===== src/rtl/irq_pkg.sv =====
// Shared types and helpers for the machine-level interrupt controller.
package irq_pkg;

    typedef enum logic [1:0] {
        IRQ_IDLE   = 2'd0,
        IRQ_REQ    = 2'd1,
        IRQ_ACTIVE = 2'd2
    } irq_state_e;

    localparam logic [1:0] MTVEC_DIRECT   = 2'b00;
    localparam logic [1:0] MTVEC_VECTORED = 2'b01;

    // Trap target for a cause. Vectored mode adds cause*4 to the aligned base
    // and wraps modulo 2^32. Modes 1x are reserved and fall back to direct.
    function automatic logic [31:0] vec_target(input logic [31:0] mtvec,
                                               input logic [31:0] cause);
        logic [31:0] base;
        base = {mtvec[31:2], 2'b00};
        if (mtvec[1:0] == MTVEC_VECTORED) begin
            return base + (cause << 2);
        end
        return base;
    endfunction

endpackage


===== src/rtl/irq_controller_prio_enc.sv =====
// Fixed-priority encoder: the lowest set index wins.
module irq_prio_enc #(
    parameter int NUM_IRQ = 16,
    parameter int CAUSE_W = 5
) (
    input  logic [NUM_IRQ-1:0] req,
    output logic               any_valid,
    output logic [CAUSE_W-1:0] index
);

    // Scan from the top down so the lowest set bit is the last to write index.
    always_comb begin
        any_valid = |req;
        index     = '0;
        for (int i = NUM_IRQ - 1; i >= 0; i--) begin
            if (req[i]) begin
                index = CAUSE_W'(i);
            end
        end
    end

endmodule


===== src/rtl/irq_controller.sv =====
// Machine-level interrupt controller: synchronises sources, latches pending
// bits (edge or level per source), picks the highest-priority eligible source
// and runs the request / acknowledge / mret handshake with the core.
//
// state      | meaning
// -----------+---------------------------------------------------------------
// IRQ_IDLE   | no request outstanding; waiting for an eligible source
// IRQ_REQ    | irq_req high, cause and target held until ack or withdrawal
// IRQ_ACTIVE | trap taken, handler running; no nesting until mret
module irq_controller
    import irq_pkg::*;
#(
    parameter int NUM_IRQ = 16,
    parameter int CAUSE_W = 5
) (
    input  logic               clk,
    input  logic               reset,
    input  logic [NUM_IRQ-1:0] irq_src,
    input  logic [NUM_IRQ-1:0] irq_edge,
    input  logic [NUM_IRQ-1:0] mie_en,
    input  logic               mstatus_mie,
    input  logic [31:0]        mtvec,
    input  logic               trap_ack,
    input  logic               mret,
    output logic [NUM_IRQ-1:0] mip,
    output logic               irq_req,
    output logic [CAUSE_W-1:0] irq_cause,
    output logic [31:0]        trap_pc
);

    logic [NUM_IRQ-1:0] s1_q, s1_d;
    logic [NUM_IRQ-1:0] s2_q, s2_d;
    logic [NUM_IRQ-1:0] s2_prev_q, s2_prev_d;
    logic [NUM_IRQ-1:0] pend_q, pend_d;

    logic [NUM_IRQ-1:0] elig;
    logic [NUM_IRQ-1:0] clr;
    logic [NUM_IRQ-1:0] rise;
    logic               elig_sel;
    logic               win_valid;
    logic [CAUSE_W-1:0] win_idx;

    irq_state_e         state_q;
    logic               irq_req_q;
    logic [CAUSE_W-1:0] irq_cause_q;
    logic [31:0]        trap_pc_q;

    logic               ack_accept;

    assign elig       = pend_q & mie_en;
    assign ack_accept = (state_q == IRQ_REQ) && trap_ack;

    irq_prio_enc #(
        .NUM_IRQ (NUM_IRQ),
        .CAUSE_W (CAUSE_W)
    ) u_prio_enc (
        .req       (elig),
        .any_valid (win_valid),
        .index     (win_idx)
    );

    // Decode the latched cause into a clear mask and an eligibility bit
    // without indexing the vector by a possibly wider cause field.
    always_comb begin
        clr      = '0;
        elig_sel = 1'b0;
        for (int i = 0; i < NUM_IRQ; i++) begin
            if (CAUSE_W'(i) == irq_cause_q) begin
                clr[i]   = ack_accept;
                elig_sel = elig[i];
            end
        end
    end

    // Synchroniser chain and pending update; in edge mode a new rise beats a
    // same-cycle clear so the second event is not lost.
    always_comb begin
        s1_d      = irq_src;
        s2_d      = s1_q;
        s2_prev_d = s2_q;
        rise      = s2_q & ~s2_prev_q;
        for (int i = 0; i < NUM_IRQ; i++) begin
            if (irq_edge[i]) begin
                pend_d[i] = (pend_q[i] & ~clr[i]) | rise[i];
            end else begin
                pend_d[i] = s2_q[i];
            end
        end
    end

    // Synchroniser and pending registers.
    always_ff @(posedge clk) begin
        if (reset) begin
            s1_q      <= '0;
            s2_q      <= '0;
            s2_prev_q <= '0;
            pend_q    <= '0;
        end else begin
            s1_q      <= s1_d;
            s2_q      <= s2_d;
            s2_prev_q <= s2_prev_d;
            pend_q    <= pend_d;
        end
    end

    // Handshake FSM with registered request, cause and target.
    always_ff @(posedge clk) begin
        if (reset) begin
            state_q     <= IRQ_IDLE;
            irq_req_q   <= 1'b0;
            irq_cause_q <= '0;
            trap_pc_q   <= '0;
        end else begin
            case (state_q)
                IRQ_IDLE: begin
                    if (mstatus_mie && win_valid) begin
                        state_q     <= IRQ_REQ;
                        irq_req_q   <= 1'b1;
                        irq_cause_q <= win_idx;
                        trap_pc_q   <= vec_target(mtvec, 32'(win_idx));
                    end
                end
                IRQ_REQ: begin
                    if (trap_ack) begin
                        state_q   <= IRQ_ACTIVE;
                        irq_req_q <= 1'b0;
                    end else if (!elig_sel || !mstatus_mie) begin
                        state_q   <= IRQ_IDLE;
                        irq_req_q <= 1'b0;
                    end
                end
                IRQ_ACTIVE: begin
                    if (mret) begin
                        state_q <= IRQ_IDLE;
                    end
                end
                default: begin
                    state_q   <= IRQ_IDLE;
                    irq_req_q <= 1'b0;
                end
            endcase
        end
    end

    assign mip       = pend_q;
    assign irq_req   = irq_req_q;
    assign irq_cause = irq_cause_q;
    assign trap_pc   = trap_pc_q;

endmodule


===== config.mk =====
export PLATFORM = sky130hd
export DESIGN_NAME = irq_controller
export DESIGN_NICKNAME = d
export VERILOG_FILES = /design/src/rtl/irq_pkg.sv /design/src/rtl/irq_controller_prio_enc.sv /design/src/rtl/irq_controller.sv
export SDC_FILE = /design/constraint.sdc
export NUM_CORES = 1
export LEC_CHECK = 0
export ABC_AREA = 1
export ABC_CLOCK_PERIOD_IN_PS = 2750
export BUFFER_PORTS_ARGS = -buffer_cell sky130_fd_sc_hd__buf_2
export CAP_MARGIN = 40
export CELL_PAD_IN_SITES_DETAIL_PLACEMENT = 0
export CELL_PAD_IN_SITES_GLOBAL_PLACEMENT = 1
export CORE_MARGIN = 8
export CORE_UTILIZATION = 33
export CTS_BUF_LIST = sky130_fd_sc_hd__clkbuf_16
export CTS_CLUSTER_SIZE = 24
export DETAILED_ROUTE_END_ITERATION = 7
export PLACE_DENSITY = 0.79
export SYNTH_ARGS = -nofsm -noshare
export SYNTH_HDL_FRONTEND = slang
export SYNTH_SLANG_ARGS = --single-unit

===== constraint.sdc =====
create_clock -name clk -period 2.75 [get_ports clk]
set_input_delay 0.4125 -clock clk [delete_from_list [all_inputs] [get_ports clk]]
set_output_delay 0.4125 -clock clk [all_outputs]
set_load 0.005 [all_outputs]

# Word level (Yosys, flattened, before mapping)
# Index checks and enable logic that the tools add are counted.
# word_totals
reg_bits	104
output_inout_bits	54
word_cells	172
in_bits	85
# classes
n_eq_ne	21
reduce_logical	11
n_mux	79
n_bitwise	52
add_sub_neg	1
# op_table
operator	n
32-bit 2-to-1 mux	2
4-bit 2-to-1 mux	16
1-bit 2-to-1 mux	55
4-bit by 5-bit == test with 1-bit output, first input constant	8
32-bit by 7-bit adder with 32-bit output	1
16-bit AND	2
3-bit by 5-bit == test with 1-bit output, first input constant	4
1-bit inverter	17
1-bit AND	16
16-bit inverter	1
1-bit bitwise OR	16
16-bit OR reduction	1
2-bit by 5-bit == test with 1-bit output, first input constant	2
2-bit 2-to-1 mux	4
2-bit case mux with 3 select lines	1
3-bit AND reduction	2
1-bit by 5-bit == test with 1-bit output, first input constant	1
5-bit logical NOT	1
2-bit by 1-bit == test with 1-bit output, second input constant	2
2-bit != test, second input constant	2
3-bit by 2-bit != test with 1-bit output, second input constant	1
1-bit case mux with 3 select lines	1
2-bit == test, second input constant	1
1-bit logical AND	2
4 further kinds	5

# Longest topological paths before layout
# logic_depth
depth_word	22
depth_mapped	31
depth_no_buf	31

# Cells and area by module
# A second synthesis with hierarchy kept.
# unflattened
hier_cells	689
area_unflattened_um2	4852.2
# by_module_without_submodules
mod	cells_each	instances	area_each_um2
irq_controller	638	1	4631.9
irq_prio_enc	51	1	220.2

# Worst setup path after synthesis
# Ideal clock, no wire load.
# synth_timing
path_type	input port to flip-flop
start	input port mie_en[15]
end	register trap_pc_q[28] (netlist: trap_pc[28])
required_time_ps	2622
setup_slack_ps	-173
path_stages	25
t_arrival_ps	2795
cell_sequence	nand2_1 -> inv_1 -> nand2_1 -> nand2_1 -> nand2_1 -> nand2_1 -> a21boi_0 -> o21ai_0 -> a21oi_1 -> o21ai_0 -> nand2_1 -> nand2_1 -> nand2_1 -> inv_1 -> ha_1 -> fa_1 -> a21oi_1 -> o21ai_1 -> nand2_1 -> nor2_4 -> nand4_2 -> or2_1 -> nor4_2 -> xnor2_1 -> a21oi_1
# synth_between
elab_chain_len	20
elab_cells_between_ends	23
classes_between	1 x add/sub; 18 x mux; 1 x bitwise; 3 x reduce/logical
# synth_rtl
element	line_no	rtl
start: declaration	irq_controller.sv:20	input logic [NUM_IRQ-1:0] mie_en,
16-bit AND	irq_controller.sv:50	assign elig = pend_q & mie_en;
4-bit 2-to-1 mux (16 in a row)	irq_controller_prio_enc.sv:16	if (req[i]) begin
named net u_prio_enc.index[0]	irq_controller_prio_enc.sv:8	output logic [CAUSE_W-1:0] index
32-bit by 7-bit adder with 32-bit output	irq_pkg.sv:20	return base + (cause << 2);
32-bit 2-to-1 mux	irq_pkg.sv:19	if (mtvec[1:0] == MTVEC_VECTORED) begin
32-bit 2-to-1 mux	irq_pkg.sv:22	return base;
end signal: assignment	irq_controller.sv:120	trap_pc_q <= vec_target(mtvec, 32'(win_idx));
end: declaration	irq_controller.sv:46	logic [31:0] trap_pc_q;
# The timed path passes the listed nets, and every way through them passes these cells. The select of a mux whose other input is x is not followed.
# A chain may end at the register's enable or synchronous reset.

# Worst setup path after layout
# layout_timing
start	register pend_q[14] (netlist: mip[14])
end	register trap_pc_q[31] (netlist: trap_pc[31])
# layout_between
elab_chain_len	19
elab_cells_between_ends	22
classes_between	1 x add/sub; 17 x mux; 1 x bitwise; 3 x reduce/logical
# layout_rtl
element	line_no	rtl
start: declaration	irq_controller.sv:34	logic [NUM_IRQ-1:0] pend_q, pend_d;
start signal: assignment	irq_controller.sv:102	pend_q <= pend_d;
16-bit AND	irq_controller.sv:50	
4-bit 2-to-1 mux (15 in a row)	irq_controller_prio_enc.sv:16	
named net u_prio_enc.index[1]	irq_controller_prio_enc.sv:8	
32-bit by 7-bit adder with 32-bit output	irq_pkg.sv:20	
32-bit 2-to-1 mux	irq_pkg.sv:19	
32-bit 2-to-1 mux	irq_pkg.sv:22	
# The timed path passes the listed nets, and every way through them passes these cells. The select of a mux whose other input is x is not followed.

==> flow_summary_export.csv <==
group,metric,value,unit
sta,period_needed,3.02,ns
min_path,worstHoldPathType,"in2reg",
logic_synthesis,synthFlopType,"dfxtp_1",
clock_tree,clockRootBuffer,"clkbuf_16",
global_route,overflow,0,
layout,finalNonFillerCells,1011,
floorplanning,ios,139,
power_and_ir_drop,clkPwrFrac,34.5,%
run,timing.max_cap.violations,0,
clock_tree,clk_pin_slew_worst_paths,0.07,ns
routing,drtAntennaViolNets,0,
routing,viasPerCell,4.56,
critical_path,cp_top_family,"simple AND/OR/NAND/NOR gates",
routing,drc,0,
logic_synthesis,yosysMostFrequentCell,"nand2_1",
sta,fin_ws,-0.274,ns
sta,slew_violations,0,
global_route,track_usage,15.5,%
routing,wirelength,14.0,mm
sta,rsz0062_at_grt,"yes",
global_route,grt_pass1_wl,22.7,mm
outcome,status,"finished, violations left",
floorplanning,core,13700,µm²
floorplanning,dieHeight,134,µm
power_and_ir_drop,power.switching,1.03,mW
critical_path,crit_type,"reg2reg",
routing,routedWlPerCell,13.8,µm
clock_tree,htree_levels,3,
critical_path,slowest_stage,"dfxtp_4",
logic_synthesis,ys_seq_area_share,44.0,%
power_and_ir_drop,p_comb_share,19.2,%
floorplanning,num_rows,43,
logic_synthesis,yosys-top-cells-count,"118 x nand2_1, 102 x inv_1, 101 x dfxtp_1, 75 x nor2_1, 51 x o21ai_0",
clock_tree,cts_tree,"yes",
layout,layout-drive-gt1-share,33.7,%
logic_synthesis,synth_warnings,0,
critical_path,path_max_fanout,4,
global_route,grt_max_degree,62,
clock_tree,insertion_delay,0.35,ns
critical_path,endpoint_kind,"flip-flop",
logic_synthesis,yosysTopAreaCellShare,44.0,%
clock_tree,cts_buffers,9,
power_and_ir_drop,p_sw_share,29.4,%
sta,relSlewSlack,49.9,%
clock_tree,cts_num_sinks,101,
critical_path,crit_top_cell,"nand2_2",
sta,final-setup-viol-count,15,
critical_path,slowest_delay,0.37,ns
routing,first_pass_iters,4,
global_route,grt_pass1_vias,4793,
placed_design,portBuffers,135,
logic_synthesis,yosys.area.top_type,"dfxtp_1",
logic_synthesis,syn-cell-area,4600,µm²
power_and_ir_drop,power_density,537,nW/µm²
floorplanning,start_util,33.5,%
clock_tree,ctsHoldBuffers,0,
logic_synthesis,synth_seq_cells,101,
sta,worstMarginPinSlew,0.749,ns
logic_synthesis,synthDistinctLibCells,43,
logic_synthesis,synth_edf_count,0,
placed_design,dp_hpwl,10.6,mm
critical_path,crit_required,3.00,ns
critical_path,worstPathCellList,"nand2_8 > nand2_4 > a31o_4 > a31oi_1 > o21a_1 > a21oi_2 > ha_1 > nand3_4 > nand2_2 > nand2_2 > nand2_2 > nand3_2 > nor2_4 > nand2_4 > nor2_4 > nand2_4 > nor2_4 > and3_4 > nand2_2 > nand2_1 > nand3_1 > nand2_1 > inv_1",
placed_design,place.gp.congestion,0.864,
global_route,antenna_found_initial,1,
sta,clock_skew,0.00642,ns
sta,max_freq,0.331,GHz
power_and_ir_drop,power,3.52,mW
floorplanning,die-area,18000,µm²
layout,antenna_cells,0,
power_and_ir_drop,ir_drop,0.339,mV
critical_path,cp-start-kind,"flip-flop",
logic_synthesis,synth_cells,634,
outcome,failed_checks,"setup timing",
sta,hold_viol,0,
critical_path,critPathBufInv,1,
floorplanning,chipWidth,134,µm
layout,area_growth,42.4,%
logic_synthesis,synth.top_cells.by_area,"dfxtp_1 44%, nand2_1 9.6%, inv_1 8.3%",
critical_path,arrival,3.27,ns
clock_tree,clockBufferDepth,2,
logic_synthesis,avgSynthCellArea,7.25,µm²
power_and_ir_drop,p_seq_share,46.3,%
logic_synthesis,synthArstFlopShare,0,%
routing,num_vias,4609,
placed_design,placed_cells,982,
layout,final_util,47.7,%
routing,drtIter0Drc,197,
power_and_ir_drop,p_int,2.48,mW
sta,finalCritPeriodShare,110,%
power_and_ir_drop,power_leakage,3.19,nW
layout,finalNetCount,916,
cell type report:
type	instances	area (µm²)
fillers	1375	7170
multi-input cells	410	2400
flip-flops and latches	101	2030
repair buffers	201	1220
inverters	103	389
clock buffers	9	225
well taps	180	225
clock inverters	7	50.0
what timing repair did:
action                                  4_1_cts  5_1_grt
pin swaps                                    19       24
resized for setup                            23       35
endpoints found under the setup margin       20       26
buffers inserted                             20       11
layout by cell type (no fill, tap or decap), drive strengths merged:
| cell type | netlist | final |
|---|---|---|
| a211oi | 1 | 1 |
| a21boi | 1 | 1 |
| a21oi | 33 | 33 |
| a22oi | 1 | 1 |
| a31o | 1 | 1 |
| a31oi | 4 | 4 |
| and3 | 1 | 1 |
| buf | 6 | 201 |
| clkbuf | 16 | 9 |
| clkinv | 0 | 2 |
| clkinvlp | 0 | 1 |
| conb | 1 | 3 |
| dfxtp | 101 | 101 |
| fa | 1 | 1 |
| ha | 4 | 4 |
| inv | 103 | 107 |
| nand2 | 122 | 122 |
| nand3 | 31 | 31 |
| nand3b | 2 | 2 |
| nand4 | 13 | 13 |
| nor2 | 80 | 80 |
| nor3 | 10 | 10 |
| nor4 | 5 | 5 |
| o211ai | 8 | 8 |
| o21a | 4 | 4 |
| o21ai | 53 | 53 |
| o21bai | 6 | 6 |
| o31ai | 1 | 1 |
| or2 | 3 | 3 |
| xnor2 | 7 | 7 |
| xor2 | 15 | 15 |
metrics by stage:
step,worst slack (ns),setup TNS (ns),area [µm²],hold slack [ns]
6_report,-0.274,-2.74,6550,0.258
5_1_grt,-0.547,-7.86,6550,0.254
4_1_cts,-0.234,-2.48,6420,0.246
3_5_place_dp,-0.543,-8.14,5930,0.393
3_3_place_gp,-0.440,-6.13,5930,0.391
2_1_floorplan,-0.0961,-0.260,4710,0.388
routing by layer:
layer  routed length, µm  vias up  GRT usage [%]
li1                    -     2395              -
met1                6020     2097           18.2
met2                6820       99           26.1
met3                 896       16           4.75
met4                 203        2           5.49
met5                  10        -              0
kinds of logic (layout without fill, tap and decap cells):
| family | Yosys count | in the layout | share of synthesized area [%] |
|---|---|---|---|
| fa+ha+maj | 5 | 5 | 1.52 |
| flops | 101 | 101 | 44.0 |
| compound gates | 113 | 113 | 13.7 |
| simple gates | 267 | 267 | 26.0 |
| buf+inv | 125 | 320 | 10.5 |
| other cells | 1 | 3 | 0.0816 |
| xor+xnor | 22 | 22 | 4.19 |
registers in the layout, indices dropped and copies added, names as in the netlist:
register and cells:
s2_prev_q 16, s1_q 16, trap_pc 30, s2_prev_d 16, mip 16, irq_cause 4
state_q 2, irq_req 1
path summary, 6_finish.rpt:
kind                           start                       end  slack, ns  depth (start not counted)
setup / recovery  mip[14]$_SDFF_PP0_  trap_pc[31]$_SDFFE_PP0P_      -0.27                         23
hold / removal            irq_src[4]        s1_q[4]$_SDFF_PP0_       0.26                          3
setup reg to reg  mip[14]$_SDFF_PP0_  trap_pc[31]$_SDFFE_PP0P_      -0.27                         23
hold reg to reg   s1_q[8]$_SDFF_PP0_   s2_prev_d[8]$_SDFF_PP0_       0.40                          2
power by group through the flow:
stage	registers [mW]	clock network [mW]	logic, mW
finish	1.63	1.21	0.675
global placement	1.66	0	0.610
floorplan	1.66	0	0.310
detailed placement	1.66	0	0.622
CTS	1.63	1.24	0.651
global route	1.64	1.30	0.754
worst reg2reg max path, delay by kind of cell, from the launching register on:
kind	cells	cell delay [ns]
compound gates	4	0.65
fa+ha+maj	1	0.33
buf+inv	1	0.03
flops	1	0.37
simple gates	17	1.56
Power figures use the tool's default switching activity.
